<file path="src/rtl/cache_pkg.sv">
// cache_pkg: refill FSM state encoding and line-geometry helper shared by both caches
package cache_pkg;
  typedef enum logic [1:0] {IDLE, REQ, RESP, DONE} state_t;
  function automatic int off_bits(input int words);
    return $clog2(words);
  endfunction
endpackage

</file>
<file path="src/rtl/cache_refill.sv">
// cache_refill: fetches one cache line word-by-word into the data SRAM and forwards the missed word
// CRITICAL_WORD_FIRST_EN: start at the missed word and wrap through the line instead of starting at word 0
module cache_refill
  import cache_pkg::*;
#(
  parameter int ADDR_WIDTH     = 10,
  parameter int DATA_WIDTH     = 32,
  parameter int WORDS_PER_LINE = 4
) (
  input  logic                  clk,
  input  logic                  rst_n,
  input  logic                  req_valid,
  output logic                  req_ready,
  input  logic [31:0]           req_addr,
  output logic                  mem_req_valid,
  input  logic                  mem_req_ready,
  output logic [31:0]           mem_req_addr,
  input  logic                  mem_rsp_valid,
  input  logic [DATA_WIDTH-1:0] mem_rsp_data,
  input  logic                  mem_rsp_err,
  output logic [ADDR_WIDTH-1:0] sram_addr,
  output logic [DATA_WIDTH-1:0] sram_wdata,
  output logic                  sram_we,
  output logic                  crit_valid,
  output logic [DATA_WIDTH-1:0] crit_data,
  output logic                  done,
  output logic                  err
);
  localparam int OB = off_bits(WORDS_PER_LINE);
  state_t state, state_nx;
  logic [31:2] addr;
  logic [OB-1:0] cnt, cnt_nx, off, start_in, start_q;
  logic err_q, rsp_ok, last;
  assign off = addr[OB+1:2];
`ifdef CRITICAL_WORD_FIRST_EN
  assign start_in = req_addr[OB+1:2];
  assign start_q  = off;
`else
  assign start_in = '0;
  assign start_q  = '0;
`endif
  // the line is complete once the wrapping counter comes back to where it started
  assign cnt_nx = cnt + 1'b1;
  assign last   = cnt_nx == start_q;
  assign rsp_ok = state == RESP && mem_rsp_valid && !mem_rsp_err;
  always_comb begin
    state_nx = state == IDLE ? (req_valid ? REQ : IDLE)
             : state == REQ  ? (mem_req_ready ? RESP : REQ)
             : state == RESP ? (!mem_rsp_valid ? RESP : (mem_rsp_err || last) ? DONE : REQ)
             : IDLE;
  end
  always_ff @(posedge clk) begin
    if (!rst_n) begin
      state <= IDLE;
      addr  <= '0;
      cnt   <= '0;
      err_q <= 1'b0;
    end else begin
      state <= state_nx;
      if (state == IDLE && req_valid) begin
        addr  <= req_addr[31:2];
        cnt   <= start_in;
        err_q <= 1'b0;
      end
      if (rsp_ok) cnt <= cnt_nx;
      if (state == RESP && mem_rsp_valid && mem_rsp_err) err_q <= 1'b1;
    end
  end
  assign req_ready     = state == IDLE;
  assign mem_req_valid = state == REQ;
  assign mem_req_addr  = {addr[31:OB+2], cnt, 2'b00};
  assign sram_we       = rsp_ok;
  assign sram_addr     = {addr[ADDR_WIDTH+1:OB+2], cnt};
  assign sram_wdata    = rsp_ok ? mem_rsp_data : '0;
  assign crit_valid    = rsp_ok && cnt == off;
  assign crit_data     = crit_valid ? mem_rsp_data : '0;
  assign done          = state == DONE;
  assign err           = done && err_q;
endmodule
</file>
<file path="config.mk">
export PLATFORM = sky130hd
export DESIGN_NAME = cache_refill
export DESIGN_NICKNAME = d
export VERILOG_FILES = /design/src/rtl/cache_pkg.sv /design/src/rtl/cache_refill.sv
export SDC_FILE = /design/constraint.sdc
export NUM_CORES = 1
export LEC_CHECK = 0
export ABC_CLOCK_PERIOD_IN_PS = 1250
export BUFFER_PORTS_ARGS = -buffer_cell sky130_fd_sc_hd__buf_2
export CAP_MARGIN = 10
export CORE_ASPECT_RATIO = 1.75
export CORE_UTILIZATION = 35
export CTS_CLUSTER_DIAMETER = 80
export DETAILED_ROUTE_END_ITERATION = 6
export GPL_TIMING_DRIVEN = 0
export PLACE_DENSITY = 0.77
export SLEW_MARGIN = 10
export SYNTH_ARGS = -nofsm -noshare
export SYNTH_HDL_FRONTEND = slang
export SYNTH_SLANG_ARGS = --single-unit
</file>
<file path="constraint.sdc">
create_clock -name clk -period 1.25 [get_ports clk]
set_input_delay 0.125 -clock clk [delete_from_list [all_inputs] [get_ports clk]]
set_output_delay 0.125 -clock clk [all_outputs]
set_load 0.1 [all_outputs]
</file>
==> metrics.md, run 1 <==
| Metric | Value |
|---|---|
| Run status | finished, violations left |
| Failing checks | setup timing |
| Register area share after synthesis | 32.3% |
| Post-Layout Cell Count | 589 |
| Crit path buf inv count | 3 |
| Largest net degree at the start of global routing | 11 |
| PwrDens | 744 nW/um^2 |
| Post-synthesis cell count | roughly 280 |
| Crit-path cells | nand4bb_4 -> inv_8 -> clkbuf_16 -> and2_4 -> nor2b_4 -> buf_12 |
| Crit. Startpoint | state[0] |
| Fin area | 5580 sq um |
| Setup crit end | crit_data[8] |
| Yosys reg bits | 35 |
| Sink Count | 35 |
| Fin. Hold Viols | 0 |
| RSZ-0062 raised after global routing | yes |
| Arr. time, crit path | between 1500 and 2000 ps |
| Synth warnings | 0 |
| Total GRT Usage | about 29% |
| H-tree depth | 2 |
| Placed cells | 535 |
| Final Skew | approximately 12 ps |
| DRT Pass-1 Iters | 4 |
| Fill cell count | 180 |
| Rows | 37 |
| Netlist cell types | 28 |
| Worst r2r dst | addr[30] |
| Commonest non-fill, non-tap cell in the layout | buf_4 |
| Max-cap violations | 0 |
| Worst path required time | 1120 ps |
| Max frequency | between 500 and 600 MHz |
| Most frequent cells in the layout | buf_4 (84), buf_12 (71), buf_2 (67), nand2_1 (52), buf_6 (43) |
| CTS tree | built |
| Detailed Place HPWL | 5.55 mm |
| Via count of the routed design | around 3000 |
| Antenna violations before repair | 1 |
| Die Y | approximately 110 microns |
| Cell area after technology mapping | 2170 sq um |
| I/O pins | about 180 |
| Final Worst Setup Slack | -615 ps |
| Detailed Route Iter0 Violations | around 180 |
| Fin. max-slew vios | 0 |
| # hold bufs at CTS | 0 |
| Delay-heaviest family, CP | simple AND/OR/NAND/NOR gates |
| Crit Path Max Fanout | 7 |
| Die footprint | 6520 sq um |
| Routed wire length | approximately 13 mm |
| Clock Pin Slew Worst Setup and Hold Paths | ~80 ps |
| # port buffers | 177 |
| Vias in the first global route | between 2000 and 3000 |
| Setup violators final | about 110 |
| Core box area | approximately 5900 sq um |
| Clk root buf | clkbuf_8 |
| Biggest cell delay along the critical path | 330 ps |
| Routability cong. | roughly 0.75 |
| Total power | slightly above 4000 uW |
| Crit path capture type | output port |
| Area grow syn2layout | 157% |
| Hold Path Class | primary input to register |
| Peak VDD IR | about 1.2 mV |
| Grt total ovfl | 0 |
| Syn Area/Cell | between 7 and 8 sq um |
| Critical path depth in cells | 6 |
| Area after DPL | between 3000 and 4000 sq um |
| Final nets | about 580 |
| Period utilization | 149% |
| ANT nets after route | 0 |
| Clock buffer depth | 2 |
| Layout cell share with drive strength beyond 1 | roughly 75% |
| Leak | around 0.0025 uW |
| Final Critical Period | ~1900 ps |
| CP max-delay cell | dfxtp_2 |
| Crit Path Class | register to output port |
| Worst reg2reg startpoint | state[0] |
| Starting density of the core | between 30% and 40% |
| R2R cell count | 7 |
| WL per Instance | roughly 22 microns |
| First-pass GRT wire length | between 10 and 15 mm |
| Clock latency on the worst-skew pair | 300 ps |
| Die width | ~61 microns |
| Via density | 5.08 |
| Flop-to-flop setup slack | -250 ps |
| # DRC | 0 |
| CTS Buf Count | 5 |
| Startpoint Class | register |
-- flip-flops by register name (all words and copies together) (netlist names) --
name and cells:
state 2, addr 30, err_q 1, cnt 2
-- where the power goes --
| group | switching (uW) | internal, uW | leakage [uW] |
|---|---|---|---|
| sequential | 63.3 | 1190 | 0.000291 |
| clock | 423 | 372 | 0.0000371 |
| combinational | 1370 | 741 | 0.00219 |
-- layer usage --
| metal | GRT usage, % | vias to the layer above | share of wire, % |
|---|---|---|---|
| met2 | 52.5 | 220 | 51 |
| met4 | 11.9 | 0 | 5.5 |
| li1 | - | 1296 | - |
| met1 | 25.4 | 1420 | 33 |
| met5 | 0 | - | 0 |
| met3 | 11.9 | 57 | 10 |
-- how the worst min path moves through the flow --
stage / endpoint / depth (start not counted) / start / slack [ps]
after CTS: addr[28] / 3 / req_addr[28] / 60
after global placement: addr[28] / 3 / req_addr[28] / 370
final: addr[11] / 3 / req_addr[11] / 60
after floorplan: addr[28] / 2 / req_addr[28] / 260
after global routing: addr[14] / 3 / req_addr[14] / 70
after detailed placement: addr[28] / 3 / req_addr[28] / 370
-- tightest hold or removal path: stages --
cell and delay (ps):
buf_2 100, nand2_2 50, a21boi_2 40
-- through the flow --
step | hold WS, ps | setup WS (ps) | setup TNS, ps | util [%]
detailed placement | 372 | -568 | -28410 | 60.9
CTS | 62.7 | -523 | -31520 | 84.6
finish | 56.8 | -615 | -39280 | 94.1
floorplan | 260 | -658 | -23070 | -
global placement | 366 | -546 | -26790 | 60.9
global route | 65.5 | -625 | -40950 | 94.1
-- cell usage after synthesis --
| master | count | area [sq um] |
|---|---|---|
| and3_1 | 1 | 6.26 |
| dfxtp_1 | 35 | 701 |
| ha_1 | 1 | 12.5 |
| inv_2 | 1 | 3.75 |
| nand3b_1 | 1 | 7.51 |
| buf_6 | 3 | 33.8 |
| conb_1 | 1 | 3.75 |
| nor3b_1 | 1 | 7.51 |
| nor2_1 | 2 | 7.51 |
| clkbuf_1 | 7 | 26.3 |
| o311a_1 | 1 | 10.0 |
| and2_1 | 34 | 213 |
| o21ai_0 | 1 | 5.00 |
| xnor2_1 | 2 | 17.5 |
| nand4bb_1 | 1 | 11.3 |
| o31ai_1 | 1 | 7.51 |
| a21boi_1 | 32 | 240 |
| or3b_1 | 1 | 8.76 |
| nand2_1 | 64 | 240 |
| o2bb2ai_1 | 1 | 8.76 |
| nand4b_1 | 1 | 8.76 |
| nor2b_1 | 35 | 219 |
| buf_2 | 8 | 40.0 |
| nand3_1 | 1 | 5.00 |
| buf_4 | 40 | 300 |
| nand2b_1 | 1 | 6.26 |
| nor3b_2 | 1 | 12.5 |
| inv_1 | 1 | 3.75 |
-- kinds of logic after synthesis --
logic type	Yosys count	share of synthesized area, %
AO/OA/AOI/OAI	36	12.5
XOR/XNOR	2	0.808
adder cells (fa/ha/maj)	1	0.577
buffers and inverters	60	18.8
flip-flops	35	32.3
other	1	0.173
AND/OR/NAND/NOR	144	34.8
-- area by class of cell --
class,instances,area [sq um],share of cell area [%]
Timing Repair Buffer,223,2580,46.3
Tap cell,78,97.6,1.75
Clock buffer,6,72.6,1.30
Inverter,2,15.0,0.269
Multi-Input combinational cell,185,1550,27.8
Antenna cell,1,2.50,0.0449
Buffer,58,533,9.56
Timing Repair inverter,1,8.76,0.157
Sequential cell,35,718,12.9
-- timing repair --
item | CTS | global route
setup endpoints to repair | 140 | 106
pin swaps | 10 | 39
cloned | 3 | 5
setup buffers | 9 | 30
resized for setup | 340 | 77
No activity file was read; power rests on OpenSTA's default activity.
==> inputs of run 2 (changes only) <==
==> constraint.sdc (replaced) <==
create_clock -name clk -period 1.25 [get_ports clk]
set_input_delay 0.125 -clock clk [delete_from_list [all_inputs] [get_ports clk]]
set_output_delay 0.125 -clock clk [all_outputs]
set_load 0.02 [all_outputs]
==> run 2 against run 1 <==
Net effect:
- the flow still finishes with violations (setup timing)
- clock power decreased by 2.8%
- register-to-register slack better by 170 ps
- largest power group is now registers
- sequential share of layout area increased by 3.0 points
- via count shrank 14%
- largest cell class unchanged
- first-iteration DRC count is 81% lower
- wire length down 43%
- sequential power about the same
- clock skew fell by 8.4 ps
- die area unchanged
- utilization shrank 18 points
- worst hold slack improved by 23 ps
- critical path depth stayed put
==> metrics.md, run 2 (synthesis results as in run 1) <==
| Metric | Value |
|---|---|
| CTS tree | built |
| Startpoint Class | register |
| Fin. max-slew vios | 0 |
| I/O pins | between 150 and 200 |
| Clock Pin Slew Worst Setup and Hold Paths | around 70 ps |
| Routed wire length | about 7.6 mm |
| Arr. time, crit path | ~1500 ps |
| Most frequent cells in the layout | buf_2 (110), buf_6 (87), nand2_1 (63), buf_4 (52) |
| R2R cell count | 6 |
| Area after DPL | 3580 sq um |
| CTS Buf Count | 5 |
| RSZ-0062 raised after global routing | yes |
| Detailed Route Iter0 Violations | 34 |
| Fin area | 4490 sq um |
| Grt total ovfl | 0 |
| ANT nets after route | 0 |
| Sink Count | 35 |
| Leak | roughly 0.0022 uW |
| Diode count | 0 |
| Die footprint | around 6500 sq um |
| Die width | about 61 microns |
| Peak VDD IR | 1.11 mV |
| Failing checks | setup timing |
| H-tree depth | 2 |
| Clock buffer depth | 2 |
| Via count of the routed design | between 2000 and 3000 |
| Rows | 37 |
| PwrDens | approximately 680 nW/um^2 |
| # port buffers | around 180 |
| Die Y | around 110 microns |
| Final Skew | roughly 3.3 ps |
| Top reg by flops | addr |
| Final nets | about 560 |
| Final Worst Setup Slack | -403 ps |
| Max reg flops | 30 |
| # hold bufs at CTS | 0 |
| First-pass GRT wire length | between 10 and 15 mm |
| Vias in the first global route | ~2400 |
| Starting density of the core | between 30% and 40% |
| Core box area | between 5000 and 6000 sq um |
| Total power | roughly 3100 uW |
| Total GRT Usage | between 15 and 20% |
| Antenna violations before repair | 0 |
| Fill cell count | between 400 and 500 |
| Period utilization | 132% |
| # DRC | 0 |
| Worst path required time | ~1100 ps |
| Final cell utilization of the core | between 70% and 80% |
| Crit Path Class | register to output port |
| Run status | finished, violations left |
| Clock latency on the worst-skew pair | 280 ps |
| Detailed Place HPWL | 5.02 mm |
| DRT Pass-1 Iters | 4 |
| Commonest non-fill, non-tap cell in the layout | buf_2 |
| Max frequency | a little over 600 MHz |
| Crit path capture type | output port |
| Setup violators final | just under 100 |
| Routability cong. | around 0.7 |
| Max-cap violations | 0 |
| Top Registers | addr (30), cnt (2), state (2) |
| Final Critical Period | between 1500 and 2000 ps |
| Largest net degree at the start of global routing | 11 |
| WL per Instance | around 13 microns |
| Crit Path Max Fanout | 6 |
| Hold Path Class | primary input to register |
| Clk root buf | clkbuf_8 |
| Area grow syn2layout | 107% |
| Via density | roughly 4.5 |
| Layout cell share with drive strength beyond 1 | roughly 70% |
| Fin. Hold Viols | 0 |
| Hold path cells | 3 |
run 2: timing repair:
| action | CTS | global route |
|---|---|---|
| resized for setup | 135 | 43 |
| setup buffers | 6 | 18 |
| pin swaps | 9 | 11 |
| endpoints found under the setup margin | 101 | 102 |
| gates cloned | 1 | 2 |
run 2: critical path, cell delays in order (launching register included):
cell,delay (ps)
dfxtp_2,320
nand4bb_4,230
inv_8,130
clkbuf_16,150
and2_4,150
nor2b_4,150
buf_6,120
run 2: routing by layer:
layer	routed length [microns]	GRT usage, %
met1	2480	18.3
met2	4280	40.4
met3	694	4.26
met4	107	5.24
met5	0	0
run 2: metrics by stage:
step | cells | setup slack (ps) | hold WS [ps] | TNS (ps)
2_1_floorplan | 280 | -37.9 | 260 | -1290
3_3_place_gp | 535 | -176 | 367 | -7230
3_5_place_dp | 535 | -191 | 372 | -8530
4_1_cts | 550 | -387 | 76.2 | -21430
5_1_grt | 570 | -450 | 80.2 | -28380
6_report | 570 | -403 | 79.7 | -22680
run 2: report_power, final:
part | leakage (uW) | switching, uW | total, uW | internal (uW)
Clock | 0.0000422 | 382 | 772 | 391
Combinational | 0.00189 | 539 | 1060 | 519
Sequential | 0.000290 | 48.6 | 1240 | 1190
run 2: path summary, 6_finish.rpt:
| kind | from | to | slack, ps |
|---|---|---|---|
| setup reg to reg | state[1] | addr[15] | -80 |
| hold / removal | req_addr[2] | addr[2] | 80 |
| hold reg to reg | addr[27] | addr[27] | 460 |
| setup / recovery | state[0] | crit_data[15] | -400 |
run 2: final cells by class:
type	count	area (sq um)	area share [%]
buffer	58	507	11.3
clock buffer	7	76.3	1.70
clock inverter	1	5.00	0.112
inverter	2	15.0	0.335
multi-input combinational	185	1470	32.7
sequential	35	713	15.9
tap	78	97.6	2.18
timing repair buffer	204	1610	35.8
==> inputs of run 3 (changes only) <==
- CELL_PAD_IN_SITES_DETAIL_PLACEMENT: default -> 0
- CELL_PAD_IN_SITES_GLOBAL_PLACEMENT: default -> 1
- CORE_UTILIZATION: 35 -> 23
==> run 3 against run 2 <==
Net effect:
- the run still ends with setup timing left
- die area rose by 51%
- register-to-register slack barely moved
- count of clock-buffer cells in the layout fell by 1
- global-route usage fell by 4.5 points
- flip-flop and latch count did not move
- clock skew fell by 0.72 ps
- worst hold slack got worse by 6.8 ps
- clock power rose by 58%
- critical endpoint is now crit_data[19]
- largest power group unchanged
- highest routed layer unchanged
==> metrics.md, run 3 (synthesis results as in run 1) <==
| Metric | Value |
|---|---|
| Final nets | around 560 |
| Die width | 75.4 microns |
| # DRC | 0 |
| Hold Path Class | primary input to register |
| Via density | 4.16 |
| Clock latency on the worst-skew pair | 280 ps |
| First-pass GRT wire length | ~11 mm |
| Fin. Hold Viols | 0 |
| Max-cap violations | 0 |
| WL per Instance | roughly 14 microns |
| H-tree depth | 2 |
| Largest net degree at the start of global routing | 12 |
| Top reg by flops | addr |
| PwrDens | ~770 nW/um^2 |
| Run status | finished, violations left |
| CP max-delay cell | dfxtp_2 |
| Biggest cell delay along the critical path | roughly 320 ps |
| Crit-path cells | nand4bb_4 -> clkinv_4 -> buf_8 -> and2_4 -> nor2b_4 -> buf_6 |
| Met2 Wirelength | ~4.6 mm |
| I/O pins | 182 |
| ANT nets after route | 0 |
| Detailed Place HPWL | 5.99 mm |
| Hold path cells | 3 |
| Arr. time, crit path | roughly 1500 ps |
| Via count of the routed design | 2556 |
| Rows | between 40 and 50 |
| Most frequent cells in the layout | buf_2 (110), buf_6 (91), nand2_1 (59), buf_4 (52) |
| Startpoint Class | register |
| Peak VDD IR | between 0.7 and 0.8 mV |
| Sink Count | 35 |
| Starting density of the core | 23.8% |
| DRT Pass-1 Iters | 4 |
| Core box area | 9090 sq um |
| Final Skew | between 2 and 3 ps |
| Max layer used | met4 |
| Area grow syn2layout | 114% |
| Crit path capture type | output port |
| Total power | roughly 3600 uW |
| Crit Path Class | register to output port |
| Detailed Route Iter0 Violations | 28 |
| Max frequency | around 620 MHz |
| CTS tree | built |
| Period utilization | 128% |
| Fin. max-slew vios | 0 |
| Diode count | 0 |
| Final Worst Setup Slack | -354 ps |
| Leak | between 0.002 and 0.0025 uW |
| Die Y | around 130 microns |
| Layout cell share with drive strength beyond 1 | 71.9% |
| Total GRT Usage | roughly 15% |
| Vias in the first global route | between 2000 and 2500 |
| Setup violators final | 98 |
| CTS Buf Count | 5 |
| Worst reg2reg startpoint | state[1] |
| Worst path required time | between 1000 and 1500 ps |
| # port buffers | ~180 |
| Clock buffer depth | 2 |
| Top Registers | addr (30), cnt (2), state (2) |
| Commonest non-fill, non-tap cell in the layout | buf_2 |
| Final TNS setup | -20980 ps |
| Post-Route M1 WL | ~2.8 mm |
| R2R cell count | 6 |
| Worst r2r dst | addr[10] |
| Flop-to-flop setup slack | -90 ps |
| Worst Hold Launch | req_addr[3] |
| Max reg flops | 30 |
| Hold_ws | 72.9 ps |
| Clk root buf | clkbuf_16 |
| Worst Hold Endpoint | addr[3] |
| Wire length on met3 | a little under 800 microns |
| Failing checks | setup timing |
| Clock Pin Slew Worst Setup and Hold Paths | ~60 ps |
| Fill cell count | ~850 |
| Routability cong. | slightly below 0.7 |
| Grt total ovfl | 0 |
| RSZ-0062 raised after global routing | yes |
| Routed wire length | between 8 and 9 mm |
| Antenna violations before repair | 0 |
| Die footprint | a little under 10000 sq um |
| Crit Path Max Fanout | 8 |
| Final Critical Period | between 1500 and 2000 ps |
run 3: cell count changes in the layout (fill, tap and decap cells not counted), sizes merged:
| cell | before | now |
|---|---|---|
| clkbuf | 17 | 13 |
| clkinv | 1 | 2 |
| buf | 252 | 257 |
run 3: area by class of cell:
class	instances	area (sq um)	share of cell area, %
clock buffers	6	129	2.78
flip-flops and latches	35	713	15.4
inverters	2	12.5	0.270
multi-input cells	185	1490	32.1
clock inverters	2	11.3	0.243
well taps	120	150	3.24
plain buffers	57	504	10.9
repair buffers	207	1620	35.1
run 3: worst max-delay path, delay by kind of cell (launching register included):
kind	cells	cell delay [ps]
flip-flops	1	320
AND/OR/NAND/NOR	3	490
buffers and inverters	3	370
run 3: metrics by stage:
step	instance area, sq um	util [%]	std cells	setup slack [ps]
6_report	4630	50.9	614	-354
5_1_grt	4630	50.9	614	-410
2_1_floorplan	2600	-	280	-37.9
3_5_place_dp	3630	39.9	577	-248
3_3_place_gp	3630	39.9	577	-207
4_1_cts	4430	48.7	600	-409
run 3: what timing repair did:
item	4_1_cts	5_1_grt
endpoints found under the setup margin	101	104
pin swaps	15	11
resized for setup	162	31
hold buffers	0	0
cloned	4	0
buffers inserted	12	14
run 3: per-layer routing:
| metal | global-route usage, % | vias to the layer above |
|---|---|---|
| met2 | 31.5 | 128 |
| met4 | 6.32 | 0 |
| met3 | 3.45 | 8 |
| li1 | - | 1261 |
| met1 | 13.7 | 1159 |
| met5 | 0 | - |
run 3: worst max-delay path by stage:
stage                     startpoint       endpoint  cells after the start
after detailed placement    state[0]       addr[24]                      5
after global placement      state[0]       addr[24]                      5
after floorplan             state[0]  crit_data[17]                      5
after global routing        state[0]  crit_data[30]                      6
final                       state[0]  crit_data[19]                      6
after CTS                   state[0]   crit_data[6]                      6
run 3: power breakdown:
group / total, uW / internal (uW) / switching (uW)
Sequential: 1240 / 1190 / 50.0
Clock: 1220 / 737 / 486
Combinational: 1110 / 554 / 558
Total: 3570 / 2480 / 1090
